--- src/rtl/lfsr_burst_ctrl.sv ---
// rtl/lfsr_burst_ctrl.sv - two-requester round-robin burst scheduler over a shared 4-bit LFSR
module lfsr_burst_ctrl #(
  parameter int CNT_W = 8
) (
  input  logic             clk,
  input  logic             reset,
  input  logic [1:0]       cmd_valid,
  output logic [1:0]       cmd_ready,
  input  logic [3:0]       cmd0_seed,
  input  logic [3:0]       cmd1_seed,
  input  logic             cmd0_reseed,
  input  logic             cmd1_reseed,
  input  logic [CNT_W-1:0] cmd0_len,
  input  logic [CNT_W-1:0] cmd1_len,
  output logic             out_valid,
  input  logic             out_ready,
  output logic [3:0]       out_data,
  output logic             out_id,
  output logic             out_last,
  output logic             busy,
  output logic             done,
  output logic             lockup_err
);

  typedef enum logic {IDLE, RUN} state_t;

  state_t           state_q, state_d;
  logic [3:0]       lfsr_q, lfsr_d;
  logic             rr_q, rr_d;
  logic [CNT_W-1:0] rem_q, rem_d;
  logic             id_q, id_d;
  logic             done_q, done_d;
  logic             lockup_q, lockup_d;

  logic [1:0]       grant;
  logic             sel;
  logic [3:0]       sel_seed;
  logic             sel_reseed;
  logic [CNT_W-1:0] sel_len;

  // x^4+x^3+1 Fibonacci step
  function automatic logic [3:0] lfsr_step(input logic [3:0] s);
    return {s[2:0], s[3] ^ s[2]};
  endfunction

  // Pointer only matters when both request; a lone requester always wins.
  assign grant[0]   = cmd_valid[0] & (~cmd_valid[1] | ~rr_q);
  assign grant[1]   = cmd_valid[1] & (~cmd_valid[0] | rr_q);
  assign sel        = grant[1];
  assign sel_seed   = sel ? cmd1_seed   : cmd0_seed;
  assign sel_reseed = sel ? cmd1_reseed : cmd0_reseed;
  assign sel_len    = sel ? cmd1_len    : cmd0_len;

  always_comb begin
    state_d   = state_q;
    lfsr_d    = lfsr_q;
    rr_d      = rr_q;
    rem_d     = rem_q;
    id_d      = id_q;
    done_d    = 1'b0;
    lockup_d  = 1'b0;
    cmd_ready = 2'b00;
    case (state_q)
      IDLE: begin
        cmd_ready = reset ? 2'b00 : grant;
        if (|cmd_ready) begin
          rr_d  = ~sel;
          id_d  = sel;
          rem_d = sel_len;
          if (sel_reseed) begin
            if (sel_seed == 4'h0) begin
              lfsr_d   = 4'h1;
              lockup_d = 1'b1;
            end else begin
              lfsr_d = sel_seed;
            end
          end
          if (sel_len != '0) begin
            state_d = RUN;
          end else begin
            done_d = 1'b1;
          end
        end
      end
      RUN: begin
        if (out_ready) begin
          lfsr_d = lfsr_step(lfsr_q);
          rem_d  = rem_q - CNT_W'(1);
          if (rem_q == CNT_W'(1)) begin
            state_d = IDLE;
            done_d  = 1'b1;
          end
        end
      end
      default: state_d = IDLE;
    endcase
  end

  always_ff @(posedge clk or posedge reset) begin
    if (reset) begin
      state_q  <= IDLE;
      lfsr_q   <= 4'h1;
      rr_q     <= 1'b0;
      rem_q    <= '0;
      id_q     <= 1'b0;
      done_q   <= 1'b0;
      lockup_q <= 1'b0;
    end else begin
      state_q  <= state_d;
      lfsr_q   <= lfsr_d;
      rr_q     <= rr_d;
      rem_q    <= rem_d;
      id_q     <= id_d;
      done_q   <= done_d;
      lockup_q <= lockup_d;
    end
  end

  assign out_valid  = (state_q == RUN);
  assign busy       = (state_q == RUN);
  assign out_data   = lfsr_q;
  assign out_id     = id_q;
  assign out_last   = (state_q == RUN) && (rem_q == CNT_W'(1));
  assign done       = done_q;
  assign lockup_err = lockup_q;

endmodule
--- config.mk ---
export PLATFORM = sky130hd
export DESIGN_NAME = lfsr_burst_ctrl
export DESIGN_NICKNAME = d
export VERILOG_FILES = /design/src/rtl/lfsr_burst_ctrl.sv
export SDC_FILE = /design/constraint.sdc
export NUM_CORES = 1
export LEC_CHECK = 0
export BUFFER_PORTS_ARGS = -buffer_cell sky130_fd_sc_hd__buf_4
export CORE_MARGIN = 2
export CORE_UTILIZATION = 44
export DETAILED_ROUTE_END_ITERATION = 8
export GPL_TIMING_DRIVEN = 0
export HOLD_SLACK_MARGIN = 0.02
export PLACE_DENSITY = 0.76
export SYNTH_ARGS = -nofsm -noshare
export SYNTH_HDL_FRONTEND = slang
export SYNTH_SLANG_ARGS = --single-unit
--- constraint.sdc ---
create_clock -name clk -period 1.9 [get_ports clk]
set_clock_uncertainty 0.2 [all_clocks]
set_input_delay 0 -clock clk [delete_from_list [all_inputs] [get_ports clk]]
set_output_delay 0 -clock clk [all_outputs]
set_load 0.05 [all_outputs]
* Yosys cells after proc, flatten, opt, wreduce, memory -nomap -nowiden *
Cells that the tools add are included.
Widths: inputs -> output; s select.

storage, ports and cells
  bits in registers = 17
  input port bits = 31
  output and inout port bits = 12
  logic and storage cells = 56

cells by class
  $add $sub $neg = 1
  eq/ne operators = 4
  muxes and demuxes = 27
  bitwise gates (word level) = 10
  reductions and logical operators = 7

operators with widths
  operator             count
  $mux 8               3
  $mux 4               5
  $pmux 8 s2           1
  $mux 1               13
  $eq 8x1->1 const B   1
  $pmux 4 s2           1
  $reduce_bool 8->1    1
  $sub 8x1->8 const B  1
  $ne 2x2->1 const B   3
  $not 1->1            5
  $logic_not 4->1      1
  $mux 2               2
  $pmux 1 s2           2
  $reduce_and 2->1     2
  $reduce_and 3->1     1
  $and 1x1->1          2
  $or 1x1->1           2
  $reduce_or 2->1      1
  $logic_and 1x1->1    1
  $xor 1x1->1          1

* Logic depth before layout (Yosys ltp) *
  depth after elaboration = 9
  mapped depth = 7
  depth with buffers taken out = 7

* Least setup slack after synthesis *
Ideal clock, no wire load.

  kind = register to register
  start = register state_q (netlist: busy)
  end = register lfsr_q[1] (netlist: out_data[1])
  setup time = 0.125 ns
  arrival time = 1.544 ns
  data required time = 1.575 ns
  slack = 0.031 ns
  stages on the path, launching flop included = 5
  path buffers = 2
  clock period less this slack = 1.869 ns
  cells stage by stage = dfrtp_1 buf_2 clkbuf_1 o21ai_0 mux2_4

on the way
  longest elaborated chain between the ends = 3
  elaborated cells on any way between the ends = 6
  those cells by class = eq/ne: 3; mux: 1; bitwise: 1; reduce/logical: 1

RTL lines
  item                               RTL line  source
  start: declaration                 27        state_t state_q, state_d;
  start signal: assignment           109       state_q <= state_d;
  $not 1->1 (no source line)         -
  $ne 2x2->1 (no source line)        -
  $reduce_and 3->1 (no source line)  -
  end signal: assignment             110       lfsr_q <= lfsr_d;
  end: declaration                   28        logic [3:0] lfsr_q, lfsr_d;

Parallel ways exist; a longest one is shown, timed or not.
A chain may end at the register's enable or synchronous reset.

* Worst setup path after layout *
  start = register rr_q
  end = register lfsr_q[2] (netlist: out_data[2])

on the way
  longest elaborated chain between the ends = 8
  elaborated cells on any way between the ends = 17
  those cells by class = eq/ne: 2; mux: 7; bitwise: 5; reduce/logical: 3

RTL lines
  item                      RTL line  source
  start: declaration        29        logic rr_q, rr_d;
  start signal: assignment  111       rr_q <= rr_d;
  $or 1x1->1                48        assign grant[1] = cmd_valid[1] & (~cmd_valid[0] | rr_q);
  $and 1x1->1               48
  $mux 4                    50        assign sel_seed = sel ? cmd1_seed : cmd0_seed;
  $logic_not 4->1           71        if (sel_seed == 4'h0) begin
  $mux 4                    71
  $mux 4                    70        if (sel_reseed) begin
  $mux 4                    66        if (|cmd_ready) begin
  $pmux 4 s2                63        case (state_q)

Parallel ways exist; a longest one is shown, timed or not. The select of a mux whose other input is x is not followed.

==> reports/results.txt <==
Layout cells sized above 1 = 36.8%
Vias per cell = 5.60
Slew HR = 54.9%
DRC Markers = 0
Wire per inst = 16.6 µm
CP max FO = 6
First-pass detailed-route iteration total = 4
Detailed placement HPWL = 2450 µm
Critical path startpoint category = register
Placed Cells = 204
Post-synth top cells = 16 x dfrtp_1, 15 x o21ai_0, 14 x nand2_1
Clock tree buffer depth = 2
Hold Violations, Final = 0
Final setup violation count = 0
Routability Congestion = 0.868
Vias in the first global route = 1358
Setup tns final = 0 ns
Clock Root Buffer = clkbuf_4
Max_cap viols = 0
R2r setup slk = 0.03 ns
Period utilization = 98.6%
Die ar. = 3120 µm²
Critical path capture point type = register
Clock transition at path regs = 0.12 ns
Main synth FF type = dfrtp_1
Largest net degree at the start of global routing = 18
Num CTS Buffers = 3
P_leak = 0.905 nW
Sink Count = 17
H-tree Lvls = 1
Post-synth EDFFs = 0
DR vias = 1354
CTS tree = yes
Routed WL = 4010 µm
R2R Path End = out_data[2]$_DFFE_PP0P_
Hold EP = out_data[2]$_DFFE_PP0P_
Port Buffer Count = 42
Worst Setup Slack, final = 0.0267 ns
PD cells = 1280 nW/µm²
Initial DRC count = 84
# IOs = 43
Initial core utilization = 47.0%
Hold depth = 4
Top-count cell post-synth = dfrtp_1
Remaining Overflow, GRT = 0
Crit path DAT = 1.86 ns
Die Wd = 55.9 µm
Net Count, Synth = 165
Pwr Total = 2.48 mW
Tmin final = 1.87 ns
Synth top area share = 33.8%
Layout Nets = 246
Mean Syn Cell Area = 8.98 µm²
Clk Latency, worst-skew pair = 0.31 ns
Row count = 18
Initial antenna violation count = 0
Post-synth cell types = 37
Gate Count Post-Synth = 132
Fmax achieved = 534 MHz
R2R Path Start = rr_q$_DFFE_PP0P_
Crit Path Category = register to register
Worst vdd ir = 1.07 mV
Area contributors post-synth = dfrtp_1 34%, mux2_2 6.7%, o21ai_0 6.3%, mux2i_1 5.1%, mux2_4 5.1%
Data required, critical path = 1.89 ns
Status = finished clean
Total track usage = 25.7%
Sequential area share after synthesis = 36.0%
Layout Cells excl Fill = 242
First-pass GRT wire length = 6330 µm
Fillers = 176
Antenna-violating nets left = 0
Synthesized cell area = 1180 µm²
Yosys warning total = 0
Reg2Reg Depth = 6
Hold/Removal Path Class = input pin to register
Antenna cell count = 0
Biggest area consumer among synthesized cells = dfrtp_1
Fin. max-slew vios = 0
Pre-CTS WS = -0.00768 ns
Worst slew pin tran = 0.676 ns
Core area = 2520 µm²
DIE HEIGHT = 55.9 µm
Ys async rst share = 100%
Layout area overhead = 63.8%
Worst hold start = cmd0_seed[2]
Register bit total from synthesis = 17
## layer usage
metal / wire length, µm / part of all wire, % / vias up / track usage, %
li1: - / - / 652 / -
met4: 40 / 1.0 / 0 / 8.16
met1: 1710 / 43 / 631 / 32.2
met2: 2040 / 51 / 64 / 43.9
met3: 219 / 5.5 / 7 / 6.05
met5: 0 / 0 / - / 0
## power breakdown
part	internal [mW]	switching (mW)	leakage, nW
Clock	0.0787	0.128	0.0177
Combinational	0.687	0.876	0.682
Sequential	0.532	0.175	0.206
Total	1.30	1.18	0.905
## repair_timing
item / in CTS / in global routing
pin swaps: 0 / 2
endpoints found under the setup margin: 2 / 9
hold endpoints to repair: 32 / 0
setup buffers: 0 / 3
hold buffers: 32 / 0
resized for setup: 3 / 8
## flip-flops by register name, summed over array words and instances (netlist names)
signal and cells:
rem_q 8, rr_q 1, done 1, lockup_err 1
out_data 4, out_id 1, busy 1
## cells in the final DEF (no fill, tap or decap), types with 2 or more instances in the layout
cell / synthesis / final
nor4_1: 9 / 7
a21oi_1: 11 / 11
clkbuf_2: 0 / 2
nor3_1: 3 / 3
ha_1: 2 / 2
clkbuf_4: 0 / 3
nor4_2: 0 / 2
nand2_1: 14 / 14
inv_1: 4 / 4
mux2_4: 4 / 4
nor2_1: 7 / 6
buf_4: 2 / 46
o22ai_1: 3 / 3
mux2_2: 7 / 7
o211ai_1: 2 / 2
mux2i_1: 6 / 5
o21ai_0: 15 / 15
dfrtp_1: 16 / 16
buf_6: 1 / 2
nand3_1: 4 / 4
dlygate4sd3_1: 0 / 31
## area by class of cell
type	count	area [µm²]	area share (%)
sequential	17	427	22.0
clock buffer	3	22.5	1.16
buffer	6	45.0	2.32
timing repair buffer	76	648	33.4
clock inverter	1	5.00	0.258
inverter	4	15.0	0.774
tap	30	37.5	1.93
multi-input combinational	105	741	38.2
## cells by family (layout without fill, tap and decap cells)
family,after synthesis,in the layout,share of synthesized area [%]
XOR/XNOR,1,1,0.739
AND/OR/NAND/NOR,46,46,19.7
buffers and inverters,10,90,4.54
AO/OA/AOI/OAI,39,39,20.1
multiplexers,17,17,16.8
flip-flops,17,17,36.0
adder cells (fa/ha/maj),2,2,2.11
## how the worst max path moves through the flow
stage / from / end / slack [ns] / cells past startpoint
6_report: rr_q$_DFFE_PP0P_ / out_data[2]$_DFFE_PP0P_ / 0.03 / 6
5_1_grt: rr_q$_DFFE_PP0P_ / out_data[3]$_DFFE_PP0P_ / -0.01 / 6
4_1_cts: rr_q$_DFFE_PP0P_ / out_data[2]$_DFFE_PP0P_ / -0.004 / 6
3_5_place_dp: rr_q$_DFFE_PP0P_ / out_data[2]$_DFFE_PP0P_ / -0.008 / 6
3_3_place_gp: rr_q$_DFFE_PP0P_ / out_data[2]$_DFFE_PP0P_ / 0.05 / 6
2_1_floorplan: busy$_DFF_PP0_ / out_data[1]$_DFFE_PP0P_ / 0.03 / 4
## critical path, stage by stage, from the launching register on
cell and delay [ns]:
dfrtp_1 0.41, nand2b_4 0.16, and2_4 0.16, buf_6 0.13, mux2i_2 0.20, o21a_4 0.20, mux2_4 0.31
## through the flow
stage / hold slack, ns / area (µm²) / utilization (%)
CTS: 0.0342 / 1900 / 75.2
global route: 0.0784 / 1940 / 76.9
floorplan: -0.275 / 1180 / -
finish: 0.0456 / 1940 / 76.9
detailed placement: -0.0433 / 1540 / 61.0
global placement: -0.0561 / 1540 / 61.0
Power figures use the tool's default switching activity.
